File: config.mk
export PLATFORM = sky130hd
export DESIGN_NAME = vram_arbiter
export DESIGN_NICKNAME = d
export VERILOG_FILES = /design/src/rtl/vram_arb_pkg.sv /design/src/rtl/vram_arb_hold.sv /design/src/rtl/vram_arbiter.sv
export SDC_FILE = /design/constraint.sdc
export NUM_CORES = 1
export LEC_CHECK = 0
export CAP_MARGIN = 20
export CORE_ASPECT_RATIO = 0.75
export CORE_UTILIZATION = 39
export DETAILED_ROUTE_END_ITERATION = 10
export PLACE_DENSITY = 0.92
export SETUP_SLACK_MARGIN = 0.02
export SLEW_MARGIN = 10
export SYNTH_ARGS = -nofsm -noshare
export SYNTH_HDL_FRONTEND = slang
export SYNTH_SLANG_ARGS = --single-unit
File: constraint.sdc
create_clock -name clk -period 4 [get_ports clk]
set_clock_uncertainty 0.05 [all_clocks]
set_input_delay 1.2 -clock clk [delete_from_list [all_inputs] [get_ports clk]]
set_output_delay 1.2 -clock clk [all_outputs]
set_load 0.05 [all_outputs]
File: src/rtl/vram_arb_pkg.sv
// Shared types and default widths for the display RAM arbiter.
package vram_arb_pkg;

    localparam int VRAM_ADDR_W = 13;  // 8K bytes of display RAM
    localparam int VRAM_DATA_W = 8;

    // Owner of the single RAM access slot in a given cycle
    typedef enum logic [1:0] {
        GNT_NONE = 2'd0,
        GNT_VID  = 2'd1,
        GNT_CPU  = 2'd2
    } gnt_e;

endpackage

File: src/rtl/vram_arb_hold.sv
// One-entry hold buffer for a video fetch address that lost arbitration.
// A push in the same cycle as a pop replaces the entry, so the buffer stays full.
module vram_arb_hold #(
    parameter int ADDR_W = 13
) (
    input  logic              clk,
    input  logic              reset,
    input  logic              push,
    input  logic              pop,
    input  logic [ADDR_W-1:0] addr_in,
    output logic [ADDR_W-1:0] addr_out,
    output logic              full
);

    logic [ADDR_W-1:0] addr_q;

    // Entry register: push wins over pop so a served entry can be refilled at once
    always_ff @(posedge clk or posedge reset) begin
        if (reset) begin
            full   <= 1'b0;
            addr_q <= '0;
        end else if (push) begin
            full   <= 1'b1;
            addr_q <= addr_in;
        end else if (pop) begin
            full   <= 1'b0;
        end
    end

    assign addr_out = addr_q;

endmodule

File: src/rtl/vram_arbiter.sv
// Display RAM arbiter: shares one synchronous RAM port between the video
// fetch path and the CPU, one access per clk cycle. Video has priority until
// it has starved a waiting CPU for STARVE_MAX grants in a row.
// Optional statistics: define VRAM_ARBITER_STATS_EN to add ovr_count and
// cpu_wait_max outputs.
module vram_arbiter
    import vram_arb_pkg::*;
#(
    parameter int ADDR_W     = VRAM_ADDR_W,
    parameter int DATA_W     = VRAM_DATA_W,
    parameter int STARVE_MAX = 3
) (
    input  logic              clk,
    input  logic              reset,
    // video side
    input  logic              vid_req,
    input  logic [ADDR_W-1:0] vid_addr,
    output logic [DATA_W-1:0] vid_data,
    output logic              vid_valid,
    // CPU side
    input  logic              cpu_req,
    input  logic              cpu_we,
    input  logic [ADDR_W-1:0] cpu_addr,
    input  logic [DATA_W-1:0] cpu_wdata,
    output logic [DATA_W-1:0] cpu_rdata,
    output logic              cpu_ack,
    // RAM side
    output logic [ADDR_W-1:0] ram_addr,
    output logic              ram_we,
    output logic [DATA_W-1:0] ram_wdata,
    input  logic [DATA_W-1:0] ram_rdata,
    output logic              vid_overrun
`ifdef VRAM_ARBITER_STATS_EN
    ,
    output logic [15:0]       ovr_count,
    output logic [7:0]        cpu_wait_max
`endif
);

    localparam int SW = (STARVE_MAX < 1) ? 1 : $clog2(STARVE_MAX + 1);
    localparam logic [SW-1:0] STARVE_LIM = SW'(STARVE_MAX);

    gnt_e              gnt;
    logic              hold_full;
    logic [ADDR_W-1:0] hold_addr;
    logic              hold_push;
    logic              hold_pop;
    logic              vid_pending;
    logic [ADDR_W-1:0] vid_sel_addr;
    logic              cpu_busy;
    logic              cpu_pending;
    logic              cpu_we_q;
    logic [SW-1:0]     starve_cnt;
    logic [DATA_W-1:0] cpu_rdata_q;
    logic              vid_drop;

    assign vid_pending  = vid_req | hold_full;
    assign vid_sel_addr = hold_full ? hold_addr : vid_addr;  // older entry first
    assign cpu_pending  = cpu_req & ~cpu_busy;

    // Grant selection; nothing is granted while reset is asserted
    always_comb begin
        gnt = GNT_NONE;
        if (!reset) begin
            if (vid_pending && (starve_cnt < STARVE_LIM)) gnt = GNT_VID;
            else if (cpu_pending)                          gnt = GNT_CPU;
            else if (vid_pending)                          gnt = GNT_VID;
        end
    end

    // A new strobe enters the hold unless it is served directly; with the hold
    // full it can only enter if the held entry leaves this cycle, else it drops.
    assign hold_pop  = hold_full & (gnt == GNT_VID);
    assign hold_push = vid_req & (hold_full ? (gnt == GNT_VID) : (gnt != GNT_VID));
    assign vid_drop  = vid_req & hold_full & (gnt != GNT_VID);

    vram_arb_hold #(.ADDR_W(ADDR_W)) u_hold (
        .clk      (clk),
        .reset    (reset),
        .push     (hold_push),
        .pop      (hold_pop),
        .addr_in  (vid_addr),
        .addr_out (hold_addr),
        .full     (hold_full)
    );

    // RAM port mux driven straight from the granted requester
    always_comb begin
        ram_addr  = '0;
        ram_we    = 1'b0;
        ram_wdata = '0;
        case (gnt)
            GNT_VID: ram_addr = vid_sel_addr;
            GNT_CPU: begin
                ram_addr  = cpu_addr;
                ram_we    = cpu_we;
                ram_wdata = cpu_wdata;
            end
            default: ;
        endcase
    end

    // Grant bookkeeping: response strobes, CPU busy window, starvation counter
    always_ff @(posedge clk or posedge reset) begin
        if (reset) begin
            vid_valid   <= 1'b0;
            cpu_ack     <= 1'b0;
            cpu_busy    <= 1'b0;
            cpu_we_q    <= 1'b0;
            starve_cnt  <= '0;
            vid_overrun <= 1'b0;
        end else begin
            vid_valid <= (gnt == GNT_VID);
            cpu_ack   <= (gnt == GNT_CPU);
            cpu_busy  <= (gnt == GNT_CPU);
            if (gnt == GNT_CPU) cpu_we_q <= cpu_we;
            if (!cpu_pending || gnt == GNT_CPU) starve_cnt <= '0;
            else if (gnt == GNT_VID && starve_cnt != STARVE_LIM) starve_cnt <= starve_cnt + 1'b1;
            if (vid_drop) vid_overrun <= 1'b1;
        end
    end

    // Read data is returned in the ack cycle; writes leave the last read value
    assign cpu_rdata = (cpu_ack && !cpu_we_q) ? ram_rdata : cpu_rdata_q;
    assign vid_data  = vid_valid ? ram_rdata : '0;

    // Keep the last presented CPU read value
    always_ff @(posedge clk or posedge reset) begin
        if (reset) cpu_rdata_q <= '0;
        else       cpu_rdata_q <= cpu_rdata;
    end

`ifdef VRAM_ARBITER_STATS_EN
    logic [7:0] wait_cnt;

    // Drop counter and worst-case CPU wait (cycles pending before grant)
    always_ff @(posedge clk or posedge reset) begin
        if (reset) begin
            ovr_count    <= '0;
            cpu_wait_max <= '0;
            wait_cnt     <= '0;
        end else begin
            if (vid_drop && ovr_count != 16'hFFFF) ovr_count <= ovr_count + 16'd1;
            if (gnt == GNT_CPU) begin
                if (wait_cnt > cpu_wait_max) cpu_wait_max <= wait_cnt;
                wait_cnt <= '0;
            end else if (!cpu_pending) begin
                wait_cnt <= '0;
            end else if (wait_cnt != 8'hFF) begin
                wait_cnt <= wait_cnt + 8'd1;
            end
        end
    end
`endif

endmodule

[After elaboration in Yosys (flattened, before gate mapping)]
Index checks and enable logic that the tools add are counted.
Word-level totals
  register bits: 28
Cells by class
  $add $sub $neg: 1
  equal/unequal tests: 4
  $lt $le $gt $ge: 1
  reductions and logical operators: 8
  bitwise gates (word level): 7
  multiplexer cells: 15
Operator list (count)
  $pmux 13 s2: 1
  $mux 8: 3
  $mux 13: 1
  $mux 2: 5
  $and 1x1->1: 5
  $mux 1: 5
  $reduce_bool 2->1: 2
  $logic_and 1x1->1: 3
  $add 2x1->2 const B: 1
  $eq 2x1->1 const B: 1
  $eq 2x2->1 const B: 1
  $logic_not 1->1: 2
  $lt 2x2->1 const B: 1
  $ne 2x1->1 const B: 1
  $ne 2x2->1 const B: 1
  $logic_or 1x1->1: 1
  $not 1->1: 1
  $or 1x1->1: 1

[Depth between registers and ports, before layout]
Gate-level depths: netlist of the first run.
  word-level depth: 9
  gate-level depth with buffers: 9

[Hierarchy]
From an unflattened synthesis of the first run, not the netlist that was laid out.
Unflattened totals
  cell total of the unflattened synthesis: 141
  area, all modules: 1597.8 um^2
Modules (own cells, without submodules)
  vram_arbiter: cells an instance 110, area an instance 1073.5 um^2, times used 1, sequential area each 350.3 um^2
  vram_arb_hold: cells an instance 31, area an instance 524.3 um^2, times used 1, sequential area each 350.3 um^2

[Worst setup path after synthesis of the first run]
Ideal clock, no wire load.
  path type: input port to output port
  from: in cpu_req
  to: out ram_addr[10]
  slack: -0.664 ns
  stages on the path: 6
  data required time: 2.750 ns
  path buffers: 1
  arrival time: 3.414 ns
  path through: nor2b_1 -> a211o_1 -> ha_1 -> nand2b_1 -> clkbuf_1 -> o21ai_0
Between the ends
  word-level cells in the longest chain between the ends: 6
  elaborated cells on any way between the ends: 7
RTL lines
  start: declaration: line vram_arbiter.sv:21  | input logic cpu_req,
  $and 1x1->1 (*): line vram_arbiter.sv:59  | assign cpu_pending = cpu_req & ~cpu_busy;
  $mux 2 (*): line vram_arbiter.sv:66  | else if (cpu_pending) gnt = GNT_CPU;
  $mux 2 (*): line vram_arbiter.sv:65  | if (vid_pending && (starve_cnt < STARVE_LIM)) gnt = GNT_VID;
  $mux 2 (*): line vram_arbiter.sv:64  | if (!reset) begin
  $eq 2x2->1 / $eq 2x1->1 (equally long branches): line vram_arbiter.sv:92  | case (gnt)
  $pmux 13 s2 (*): line vram_arbiter.sv:92
  end: declaration: line vram_arbiter.sv:28  | output logic [ADDR_W-1:0] ram_addr,
Mark *: on every way between the ends. The rest lies on a longest branch, timed or not.

[Worst setup path in the final report of the first run]
  from: in cpu_req
  to: out ram_addr[9]
The elaborated chain is that of the path after synthesis.

==> run metrics, run 1 <==
crit-path max FO 5; vias in the first global route between 1500 and 2000; crit path from cpu_req; htree depth 1; clock sinks 28; Post-synth ARST share 100%; RSZ-0062 raised after global routing false; met1 Use GR ~31%; Synth Cell Area between 0.0015 and 0.002 sq mm; Final Total Pwr approximately 0.0019 W; Chip Height ~57 um; Post-Layout Cell Count 289; Slew Limit Fails 0; Final #Nets slightly below 300; maximum vdd ir drop roughly 0.38 mV; R2R setup slack ~1500 ps; met3 GRT Util approximately 6.0%; Seq/Total Area, Yosys between 40% and 50%; n_diodes 0; # IOs 88; cts bufs inserted 3; root buf cell clkbuf_8; Longest Clk Path Bufs 2; GP Congestion slightly above 0.7; Final Hold Vio Count 0; antenna violations before repair 0; Worst Tran Pin Value 528 ps; Synth cell types 24; first-pass GRT wire length about 7900 um; drt wl/cell 17.4 um; post-route antenna net violation count 0; hold crit path type reg -> reg; CTS tree done; register bit total from synthesis 28; die area 0.00433 sq mm; Std-Cell Rows 19; worst flop-to-flop path endpoint u_hold.addr_out[11]; Syn Area/Cell 11.3 sq um; Worst EP arrival 2690 ps; worst r2r src starve_cnt[0]; leading post-synthesis cells by cell area dfrtp_1 (44%), mux2_2 (9.2%), mux2i_1 (8.8%); type of origin of the critical path primary input; Routed WL about 5000 um; Pwr Density between 600 and 700 mW/mm^2; Slew HR between 60% and 70%; Post-synth top flop dfrtp_1; initial core utilization about two fifths; drt pass-1 iters 4; fillers 216; Synth Instances 140; fin util roughly four fifths; Synth area leader dfrtp_1; CP endpoint ram_addr[9]; global route overflow 0; share of cells above drive strength 1 between 40% and 50%; Initial DRC Count 37; most frequent cells in the layout clkdlybuf4s50_1 (46), buf_4 (30), dfrtp_1 (28), and2_1 (17), buf_12 (15); die width 75.6 um; CP Capture Type primary output; PortBufs 87; Final period util 98.5%; status completed; routed vias about 1400; gr usage total between 20% and 30%; FF-to-FF path depth 9; EDFF count, synth 0; Peak Freq 254 MHz; grt peak-use layer met2; min cycle time layout approximately 4000 ps; kind of critical path in -> out; placed insts between 200 and 300; dpl hpwl approximately 3300 um; M2 GR Usage a little over two fifths; core area roughly 0.0038 sq mm; Syn Nets around 190; worst-skew pair later-pin latency 270 ps; Crit path required time 2750 ps; top cell type's share of synthesized area roughly 44%; most common cell after layout, fill and taps aside clkdlybuf4s50_1; Ys Warns 0; setup violators final 0; vias per cell ~4.9; DRC viols 0; area growth from synthesis to layout 89.8%; leakage power ~1.4 nW; CTS clk-pin slew, worst paths ~100 ps; largest net degree at the start of global routing 29; max-cap violations 0
## report_power, final
group	total, W	internal [W]	switching, W
Combinational	0.00117	0.000529	0.000641
Clock	0.000221	0.000134	0.0000875
Sequential	0.000472	0.000408	0.0000636
## what timing repair did
item	4_1_cts	5_1_grt
endpoints found under the setup margin	22	13
gates resized for setup	45	6
hold buffers	0	0
setup buffers	1	0
pin swaps	5	4
endpoints found under the hold margin	0	0
gates cloned	2	0
## critical path, cell delays in order
cell	delay, ps
buf_2	110
nor2b_4	110
a211o_1	310
buf_6	150
inv_4	50
ha_4	150
nand2b_4	100
buf_12	160
o21ai_4	190
buf_12	160
## cell families (layout without fill, tap and decap cells)
family | count (synthesis) | after routing | synth area share, %
compound gates | 18 | 18 | 6.31
xor+xnor | 1 | 1 | 0.553
fa+ha+maj | 5 | 5 | 3.95
buf+inv | 11 | 108 | 3.95
flops | 28 | 28 | 44.2
mux | 36 | 36 | 26.6
simple gates | 41 | 41 | 14.4
## cell type report
| type | count | area, sq um | area share [%] |
|---|---|---|---|
| clock inverter | 1 | 30.0 | 0.998 |
| inverter | 4 | 17.5 | 0.582 |
| tap | 52 | 65.1 | 2.16 |
| multi-input combinational | 101 | 1050 | 35.0 |
| sequential | 28 | 701 | 23.3 |
| clock buffer | 3 | 41.3 | 1.37 |
| timing repair buffer | 100 | 1100 | 36.6 |
## synth_stat cells, types with 3 or more instances
master and count:
nand2_1 12, mux2_2 13, mux2_4 9, o21ai_0 15
nand2b_1 3, inv_1 4, dfrtp_1 28, and2_1 17
mux2i_1 14, ha_1 5
## registers in the layout, summed over array words and instances, names as in the netlist
signal	count
cpu_we_q	1
cpu_busy	1
u_hold.full	1
starve_cnt	2
vid_valid	1
vid_overrun	1
cpu_rdata_q	8
u_hold.addr_out	13
## metrics by stage
| step | TNS, ps | cell area [sq um] | setup WS, ps | hold slack (ps) |
|---|---|---|---|---|
| after floorplan | -403 | 1700 | -121 | 421 |
| after global placement | -4110 | 2730 | -317 | 402 |
| after detailed placement | -5380 | 2730 | -410 | 418 |
| after CTS | 0 | 2980 | 20.4 | 439 |
| after global routing | 0 | 3010 | 22.1 | 468 |
| final | 0 | 3010 | 59.8 | 451 |
## worst min path at each step
stage,from,end,slack [ps],cells after the start
after floorplan,cpu_we_q,cpu_we_q,420,1
after global placement,vid_overrun,vid_overrun,400,1
after detailed placement,vid_overrun,vid_overrun,420,1
after CTS,vid_overrun,vid_overrun,440,1
after global routing,vid_overrun,vid_overrun,470,1
final,cpu_rdata_q[0],cpu_rdata_q[0],450,1
## routing by layer
metal	up-vias	routed length, um
met5	-	0
met4	0	89
met3	8	202
met2	42	2590
met1	705	2150
li1	675	-
No activity file was read; power rests on OpenSTA's default activity.
==> run 2, diff against run 1 <==
--- a/config.mk
+++ b/config.mk
@@ -11,6 +11,7 @@
 export DETAILED_ROUTE_END_ITERATION = 10
 export PLACE_DENSITY = 0.92
 export SETUP_SLACK_MARGIN = 0.02
+export SKIP_LAST_GASP = 1
 export SLEW_MARGIN = 10
 export SYNTH_ARGS = -nofsm -noshare
 export SYNTH_HDL_FRONTEND = slang
==> results of run 2 <==
Same layout as run 1: the final DEF is identical, and so are final timing and power.
